$ cat config.mk
export PLATFORM = sky130hd
export DESIGN_NAME = hazard_ctrl
export DESIGN_NICKNAME = d
export VERILOG_FILES = /design/src/rtl/hazard_ctrl.sv
export SDC_FILE = /design/constraint.sdc
export NUM_CORES = 1
export LEC_CHECK = 0
export CAP_MARGIN = 10
export CELL_PAD_IN_SITES_DETAIL_PLACEMENT = 1
export CELL_PAD_IN_SITES_GLOBAL_PLACEMENT = 2
export CORE_MARGIN = 1
export CORE_UTILIZATION = 30
export DETAILED_ROUTE_END_ITERATION = 8
export PLACE_DENSITY_LB_ADDON = 0.15
export RECOVER_POWER = 100
export SYNTH_ARGS = -nofsm -noshare
export SYNTH_HDL_FRONTEND = slang
export SYNTH_SLANG_ARGS = --single-unit
$ cat constraint.sdc
create_clock -name clk_i -period 5.8 [get_ports clk_i]
set_clock_uncertainty 0.15 [all_clocks]
set_input_delay 1.45 -clock clk_i [delete_from_list [all_inputs] [get_ports clk_i]]
set_output_delay 1.45 -clock clk_i [all_outputs]
set_load 0.01 [all_outputs]
$ cat src/rtl/hazard_ctrl.sv
// ============================================================================
// hazard_ctrl
// ----------------------------------------------------------------------------
// Issue controller for the decode stage. A per-register countdown scoreboard
// tracks in-flight register writes. Each cycle the controller decides whether
// the instruction in decode may issue into the decode/execute register, or
// must be held while a bubble is loaded into decode/execute.
//
// Parameters
//   DEPTH       cycles from issue until the register-file write completes
//               (EXE, MEM, WB); legal range 2..7
//   GPR_ADDR_W  register address width
//
// Ports
//   clk_i        in   clock, all state updates on the rising edge
//   rst_i        in   synchronous, active-high reset
//   id_valid_i   in   decode holds a real instruction
//   rs1_addr_i   in   source 1 register address
//   rs2_addr_i   in   source 2 register address
//   rs1_used_i   in   instruction reads rs1
//   rs2_used_i   in   instruction reads rs2
//   rd_addr_i    in   destination register address
//   rd_we_i      in   instruction writes rd
//   is_load_i    in   instruction is a load
//   flush_i      in   kill the decode instruction
//   stall_o      out  hold PC and the fetch/decode register
//   issue_o      out  decode instruction advances into decode/execute
//   bubble_o     out  load a NOP into decode/execute (always !issue_o)
//   stall_cnt_o  out  saturating count of stalled cycles
//
// Configuration
//   HAZARD_FWD_EN  defined: execute forwards from EXE/MEM/WB, so only a load
//                  that is currently in EXE blocks a consumer.
//                  undefined: any pending write blocks a consumer.
// ============================================================================
module hazard_ctrl #(
    parameter int DEPTH      = 3,
    parameter int GPR_ADDR_W = 5
) (
    input  logic                  clk_i,
    input  logic                  rst_i,
    input  logic                  id_valid_i,
    input  logic [GPR_ADDR_W-1:0] rs1_addr_i,
    input  logic [GPR_ADDR_W-1:0] rs2_addr_i,
    input  logic                  rs1_used_i,
    input  logic                  rs2_used_i,
    input  logic [GPR_ADDR_W-1:0] rd_addr_i,
    input  logic                  rd_we_i,
    input  logic                  is_load_i,
    input  logic                  flush_i,
    output logic                  stall_o,
    output logic                  issue_o,
    output logic                  bubble_o,
    output logic [31:0]           stall_cnt_o
);

    localparam int         NREG    = 1 << GPR_ADDR_W;
    localparam logic [2:0] DEPTH_C = 3'(DEPTH);

    // ------------------------------------------------------------------------
    // Scoreboard state. Entry 0 is reset to zero and never written, so x0
    // always reads as "no write pending".
    // ------------------------------------------------------------------------
    logic [2:0] cnt_q [NREG];
`ifdef HAZARD_FWD_EN
    logic       ld_q  [NREG];
`else
    // Load information only matters when forwarding is present.
    logic       unused_is_load;
    assign unused_is_load = is_load_i;
`endif

    logic            pend_rs1;
    logic            pend_rs2;
    logic            hazard_rs1;
    logic            hazard_rs2;
    logic            hazard;
    logic            wr_en;
    logic [NREG-1:0] wr_sel;
    logic [31:0]     stall_cnt_q;

    // ------------------------------------------------------------------------
    // Pending-write lookup for both source operands.
    // ------------------------------------------------------------------------
    always_comb begin
        // NOTE: every signal written here gets a value before any branch, so
        // no path leaves it unassigned and no latch is inferred.
        pend_rs1 = 1'b0;
        pend_rs2 = 1'b0;
`ifdef HAZARD_FWD_EN
        // With forwarding, only a load that issued on the last edge (its
        // count still at DEPTH, i.e. sitting in EXE) cannot supply data yet.
        pend_rs1 = ld_q[rs1_addr_i] && (cnt_q[rs1_addr_i] == DEPTH_C);
        pend_rs2 = ld_q[rs2_addr_i] && (cnt_q[rs2_addr_i] == DEPTH_C);
`else
        // Without forwarding the consumer waits until the write has retired;
        // cnt==1 is WB and the register file is only updated at its end.
        pend_rs1 = (cnt_q[rs1_addr_i] != 3'd0);
        pend_rs2 = (cnt_q[rs2_addr_i] != 3'd0);
`endif
    end

    // ------------------------------------------------------------------------
    // Issue decision. The scoreboard only reflects older instructions, so a
    // source that equals its own rd never creates a self-hazard.
    // ------------------------------------------------------------------------
    always_comb begin
        hazard_rs1 = rs1_used_i && (rs1_addr_i != '0) && pend_rs1;
        hazard_rs2 = rs2_used_i && (rs2_addr_i != '0) && pend_rs2;
        // The scoreboard may still hold stale counts during the first reset
        // cycle; reset masks them so no stall is ever raised in reset.
        hazard     = id_valid_i && !rst_i && (hazard_rs1 || hazard_rs2);
        // A flush discards the decode instruction instead of holding it.
        stall_o    = hazard && !flush_i;
        issue_o    = id_valid_i && !hazard && !flush_i;
        bubble_o   = !issue_o;
    end

    // ------------------------------------------------------------------------
    // Scoreboard write select: one-hot on rd for an issuing writer. x0 writes
    // are dropped here, so entry 0 never leaves zero.
    // ------------------------------------------------------------------------
    always_comb begin
        wr_en  = issue_o && rd_we_i && (rd_addr_i != '0);
        wr_sel = '0;
        if (wr_en) begin
            wr_sel[rd_addr_i] = 1'b1;
        end
    end

    // ------------------------------------------------------------------------
    // Countdown update. Counts decrement every edge regardless of stalls,
    // because the pipe behind decode never stalls. A new writer reloads DEPTH
    // over the decrement, so the youngest writer of a register wins. Flushes
    // leave the scoreboard alone: older instructions still write.
    // ------------------------------------------------------------------------
    always_ff @(posedge clk_i) begin
        if (rst_i) begin
            // NOTE: this array is a bank of flops, not a RAM; leftover counts
            // would fake hazards after reset, so every entry is cleared.
            for (int r = 0; r < NREG; r++) begin
                cnt_q[r] <= 3'd0;
            end
        end else begin
            for (int r = 0; r < NREG; r++) begin
                if (wr_sel[r]) begin
                    // NOTE: sequential state uses non-blocking assignments so
                    // every flop samples the pre-edge values of its inputs.
                    cnt_q[r] <= DEPTH_C;
                end else if (cnt_q[r] != 3'd0) begin
                    cnt_q[r] <= cnt_q[r] - 3'd1;
                end
            end
        end
    end

`ifdef HAZARD_FWD_EN
    // Load flag of the youngest writer of each register.
    always_ff @(posedge clk_i) begin
        if (rst_i) begin
            for (int r = 0; r < NREG; r++) begin
                ld_q[r] <= 1'b0;
            end
        end else begin
            for (int r = 0; r < NREG; r++) begin
                if (wr_sel[r]) begin
                    ld_q[r] <= is_load_i;
                end
            end
        end
    end
`endif

    // ------------------------------------------------------------------------
    // Saturating stall-cycle counter.
    // ------------------------------------------------------------------------
    always_ff @(posedge clk_i) begin
        if (rst_i) begin
            stall_cnt_q <= '0;
        end else if (stall_o && (stall_cnt_q != '1)) begin
            stall_cnt_q <= stall_cnt_q + 32'd1;
        end
    end

    assign stall_cnt_o = stall_cnt_q;

endmodule

After elaboration in Yosys (flattened, before gate mapping)
Memory sizes are Yosys's and may differ from the RTL's.
Cells that the tools add are included.
{"block": "word_totals", "ff_bits": 32, "ram_bits": 96, "in_bits": 23, "out_inout_bits": 35, "word_cells": 450, "n_memories": 1}
{"memory": "cnt_q", "depth": 32, "word_bits": 3, "rd": 34, "rd_ports_with_merged_regs": 0, "write_ports": 32, "line": "64", "source": "logic [2:0] cnt_q [NREG];"}
{"block": "classes", "addsub": 33, "magnitude_cmp": 2, "eq_ne": 1, "mux": 293, "n_bitwise": 64, "n_reduce_logical": 55}
{"operator": "$mux 1", "count": 227}
{"operator": "$mux 3", "count": 64}
{"operator": "$reduce_bool 3->1", "count": 34}
{"operator": "$sub 3x1->3 const B", "count": 32}
{"operator": "$or 1x1->1", "count": 64}
{"operator": "$add 32x1->32 const B", "count": 1}
{"operator": "$mux 32", "count": 1}
{"operator": "$ne 32x32->1 const B", "count": 1}
{"operator": "$reduce_bool 5->1", "count": 3}
{"operator": "$logic_and 1x1->1", "count": 13}
{"operator": "$lt 5x6->1 const B", "count": 1}
{"operator": "$demux 1 s5", "count": 1}
{"operator": "$ge 5x1->1 const B", "count": 1}
{"operator": "$logic_not 1->1", "count": 4}
{"operator": "$logic_or 1x1->1", "count": 1}

Depth between registers and ports, before layout
{"block": "depth", "ltp_word": 16, "depth_mapped": 12, "depth_no_buf": 8}

Least setup slack after synthesis
OpenSTA, ideal clock, no wires.
{"block": "synth_timing", "path_type": "in2out", "start": "in rs2_addr_i[2]", "end": "out bubble_o", "arrival_ps": 3725, "t_required_ps": 4200, "setup_slack_ps": 475, "stages": 10, "path_buffers": 3, "cell_sequence": "buf_2 -> mux4_2 -> mux2_2 -> nor4b_1 -> nand3_1 -> a41oi_2 -> buf_4 -> buf_4 -> and2_1 -> inv_1"}
{"block": "synth_between", "elab_chain_cells": 9, "word_cells_on_any_way": 11, "cone_classes": "10 x reduce/logical; 1 x memory"}
{"item": "start, declared", "line": "44", "source": "input logic [GPR_ADDR_W-1:0] rs2_addr_i,"}
{"item": "$mem_v2 32x3 / $reduce_bool 5->1 (equally long branches)"}
{"item": "$reduce_bool 3->1 / $logic_and 1x1->1 (equally long branches)", "line": "99, 109"}
{"item": "$logic_and 1x1->1 *", "line": "109", "source": "hazard_rs2 = rs2_used_i && (rs2_addr_i != '0) && pend_rs2;"}
{"item": "$logic_or 1x1->1 *", "line": "112", "source": "hazard = id_valid_i && !rst_i && (hazard_rs1 || hazard_rs2);"}
{"item": "$logic_and 1x1->1 *", "line": "112"}
{"item": "$logic_not 1->1 *", "line": "115", "source": "issue_o = id_valid_i && !hazard && !flush_i;"}
{"item": "$logic_and 1x1->1 * (2 in series)", "line": "115"}
{"item": "net issue_o", "line": "52", "source": "output logic issue_o,"}
{"item": "$logic_not 1->1 *", "line": "116", "source": "bubble_o = !issue_o;"}
{"item": "end, declared", "line": "53", "source": "output logic bubble_o,"}
Mark *: on every way through the listed nets, which the timed path passes. The rest lies on a longest branch.

Final worst setup path
{"block": "layout_timing", "start": "in rs1_addr_i[1]", "end": "out stall_o"}
{"block": "layout_between", "elab_chain_cells": 6, "word_cells_on_any_way": 8, "cone_classes": "7 x reduce/logical; 1 x memory"}
{"item": "start, declared", "line": "43", "source": "input logic [GPR_ADDR_W-1:0] rs1_addr_i,"}
{"item": "$mem_v2 32x3 / $reduce_bool 5->1 (equally long branches)"}
{"item": "$reduce_bool 3->1 / $logic_and 1x1->1 (equally long branches)", "line": "98, 108"}
{"item": "$logic_and 1x1->1 *", "line": "108", "source": "hazard_rs1 = rs1_used_i && (rs1_addr_i != '0) && pend_rs1;"}
{"item": "$logic_or 1x1->1 *", "line": "112"}
{"item": "$logic_and 1x1->1 *", "line": "112"}
{"item": "$logic_and 1x1->1 *", "line": "114", "source": "stall_o = hazard && !flush_i;"}
{"item": "end, declared", "line": "51", "source": "output logic stall_o,"}
Mark *: on every way between the ends. The rest lies on a longest branch, timed or not.

==> impl_metrics.json <==
{
  "die_area_um2": 30200,
  "antenna_found_initial": 0,
  "place_area_um2": 9910,
  "cp_cell_sequence": "clkdlybuf4s50_1, buf_4, inv_4, buf_12, mux4_2, nand2_1, a21oi_2, nor4_4, a41oi_4, nor2_1, clkdlybuf4s50_1",
  "tightest_slew_ns": 2.78,
  "critical_path_class": "input pin to primary output",
  "antennaDiodeCount": 0,
  "die_y_um": 174,
  "numCtsBuffers": 17,
  "min_path_type": "flip-flop to flip-flop",
  "dr_total_vias": 7576,
  "path_clk_slew_ns": 0.06,
  "dp.final_hpwl_um": 19100,
  "synth_top_area_frac": 0.325,
  "first_iter_violations": 380,
  "route.met2.wl_um": 12900,
  "ys.warnings.count": 0,
  "viasPerCell": 5.43,
  "max-slew-margin-rel": -0.850,
  "async_reset_ff_frac": 0,
  "syn_area_um2": 8860,
  "clk_path_buf_depth": 2,
  "ys_types": 63,
  "synth_cells": 949,
  "core_area_um2": 28900,
  "finalHoldViolations": 0,
  "yosysTopAreaCell": "edfxtp_1",
  "cap_violations": 1,
  "period_share": 0.968,
  "core.rowCount": 62,
  "nNetsFinal": 1085,
  "ctsHoldBuffers": 0,
  "synthFlopType": "edfxtp_1",
  "crit_buf_inv": 5,
  "drc": 0,
  "syn_nets": 1037,
  "p_int_mw": 2.80,
  "wl_um": 26900,
  "worstPathRequired_ns": 4.20,
  "wl_met3_um": 1040,
  "drv_slew": 121,
  "cp-end-kind": "primary output",
  "final_cell_mix": "96 x edfxtp_1, 82 x inv_1, 71 x nor2_1, 66 x nand2_1, 65 x ha_1",
  "seqPwrFrac": 0.381,
  "clkPwrFrac": 0.241,
  "grt-ovfl-total": 0,
  "max_clock_freq_ghz": 0.178,
  "violations": "max-capacitance violations, max-slew violations",
  "area_growth_pct": 18.3,
  "met1_length_um": 12600,
  "peakVddDrop_mv": 0.222,
  "power_density_nw_per_um2": 428,
  "fin_area_um2": 10500,
  "htree_levels": 4,
  "dr.max_layer_used": "met4",
  "grt_pass1_wl_um": 43100,
  "groute.usage.overall": 0.182,
  "p_comb_frac": 0.378,
  "final_common_cell": "edfxtp_1",
  "crit_arrival_ns": 4.01,
  "grt_max_degree": 121,
  "rsz0062_at_grt": "false",
  "slowest_stage": "clkdlybuf4s50_1",
  "wl_per_cell_um": 19.3,
  "yosysSeqAreaShare": 0.398,
  "drtPass1Iterations": 4,
  "cp_common_cell": "clkdlybuf4s50_1",
  "start_kind": "input pin",
  "drive_gt1_frac": 0.0861,
  "yosys-top-cells-area": "edfxtp_1 33%, ha_1 9.2%, dfxtp_1 7.2%",
  "clkLatencyLatePin_ns": 0.43,
  "setup_violations": 0,
  "swShare": 0.375,
  "ys_seq_elements": 128,
  "cts_sinks": 128,
  "portBuffers": 56,
  "root_buffer": "clkbuf_16",
  "pin_count": 58,
  "routabilityCongestion": 0.763,
  "status": "complete, but fails checks",
  "first_global_vias": 7775,
  "p_leak_nw": 3.90,
  "ant_nets": 0,
  "initial_core_util": 0.307,
  "synth_edf_count": 96,
  "min_period_ns": 5.61,
  "p_total_mw": 4.49,
  "worstPathMaxFanout": 6,
  "synth.avg_cell_area_um2": 9.33,
  "cpPeakStageDelay_ns": 0.54,
  "cts_tree": "built",
  "die_w_um": 174,
  "power_switching_mw": 1.68,
  "cpLargestDelayFamily": "buffers and inverters"
}
## worst paths after layout
check	start	end	slack [ns]	cells after the start
setup / recovery	rs1_addr_i[1]	stall_o	0.19	11
hold / removal	stall_cnt_o[9]$_SDFFE_PP0P_	stall_cnt_o[9]$_SDFFE_PP0P_	0.35	2
setup reg to reg	cnt_q[23][2]$_SDFFCE_PP0P_	cnt_q[21][0]$_SDFFCE_PP0P_	1.33	10
hold reg to reg	stall_cnt_o[9]$_SDFFE_PP0P_	stall_cnt_o[9]$_SDFFE_PP0P_	0.35	2
## worst register-to-register path, stage by stage (launching register included)
cell and delay [ns]:
edfxtp_1 0.48, mux4_2 0.49, mux2_2 0.28, nor4b_1 0.29
nand3_1 0.18, a41oi_4 0.33, clkbuf_4 0.19, buf_4 0.35
nand4_1 0.15, clkbuf_1 0.57, o21ai_0 0.63
## synthesized netlist by cell type, drive strengths merged (17+ instances only)
master  count
a21oi      51
buf        22
clkbuf     36
dfxtp      32
edfxtp     96
ha         65
inv        83
mux2i      24
nand2      66
nand2b     26
nand3      23
nor2       71
nor2b      24
nor3       42
nor4       17
o21a       20
o21ai      29
o31ai      21
o32ai      29
or4        22
## power by group through the flow
stage / combinational [mW] / sequential, mW / clock, mW
after floorplan: 1.31 / 1.62 / 0
after global placement: 1.68 / 1.72 / 0
after detailed placement: 1.71 / 1.73 / 0
after CTS: 1.73 / 1.71 / 1.11
after global routing: 1.95 / 1.76 / 1.14
final: 1.70 / 1.71 / 1.08
## stage by stage
step	instances	TNS, ns	worst slack (ns)	hold slack (ns)	util
floorplan	949	0	0.475	0.346	-
finish	1394	0	0.186	0.346	0.363
CTS	1394	0	0.00574	0.351	0.365
detailed placement	1361	-0.615	-0.256	0.339	0.343
global placement	1361	-0.560	-0.237	0.340	0.343
global route	1394	0	0.0562	0.385	0.363
## metal layers
layer | global-route usage | up-vias
met5 | 0 | -
met4 | 0.0398 | 0
met3 | 0.0353 | 21
met2 | 0.311 | 110
met1 | 0.236 | 3769
li1 | - | 3676
## kinds of logic (layout without fill, tap and decap cells)
kind of cell / count (synthesis) / in the layout / synth area share
compound gates: 232 / 232 / 0.182
fa+ha+maj: 65 / 65 / 0.0918
buf+inv: 141 / 202 / 0.0644
flops: 128 / 128 / 0.398
mux: 37 / 37 / 0.0538
simple gates: 346 / 346 / 0.210
## flip-flops by register name, indices dropped and copies added (netlist names)
name / flops
cnt_q: 96
stall_cnt_o: 32
## what timing repair did
| item | in CTS | in global routing |
|---|---|---|
| pin swaps | 3 | 4 |
| gates resized for setup | 9 | 10 |
| setup buffers | 1 | 0 |
| endpoints found under the setup margin | 3 | 3 |
## cell type report
class | count | area, um2
flip-flops and latches | 128 | 3520
clock buffers | 19 | 443
multi-input cells | 680 | 4790
repair buffers | 87 | 796
fillers | 3328 | 18400
clock inverters | 13 | 134
inverters | 83 | 314
well taps | 384 | 480
(Power assumes the default switching activity.)
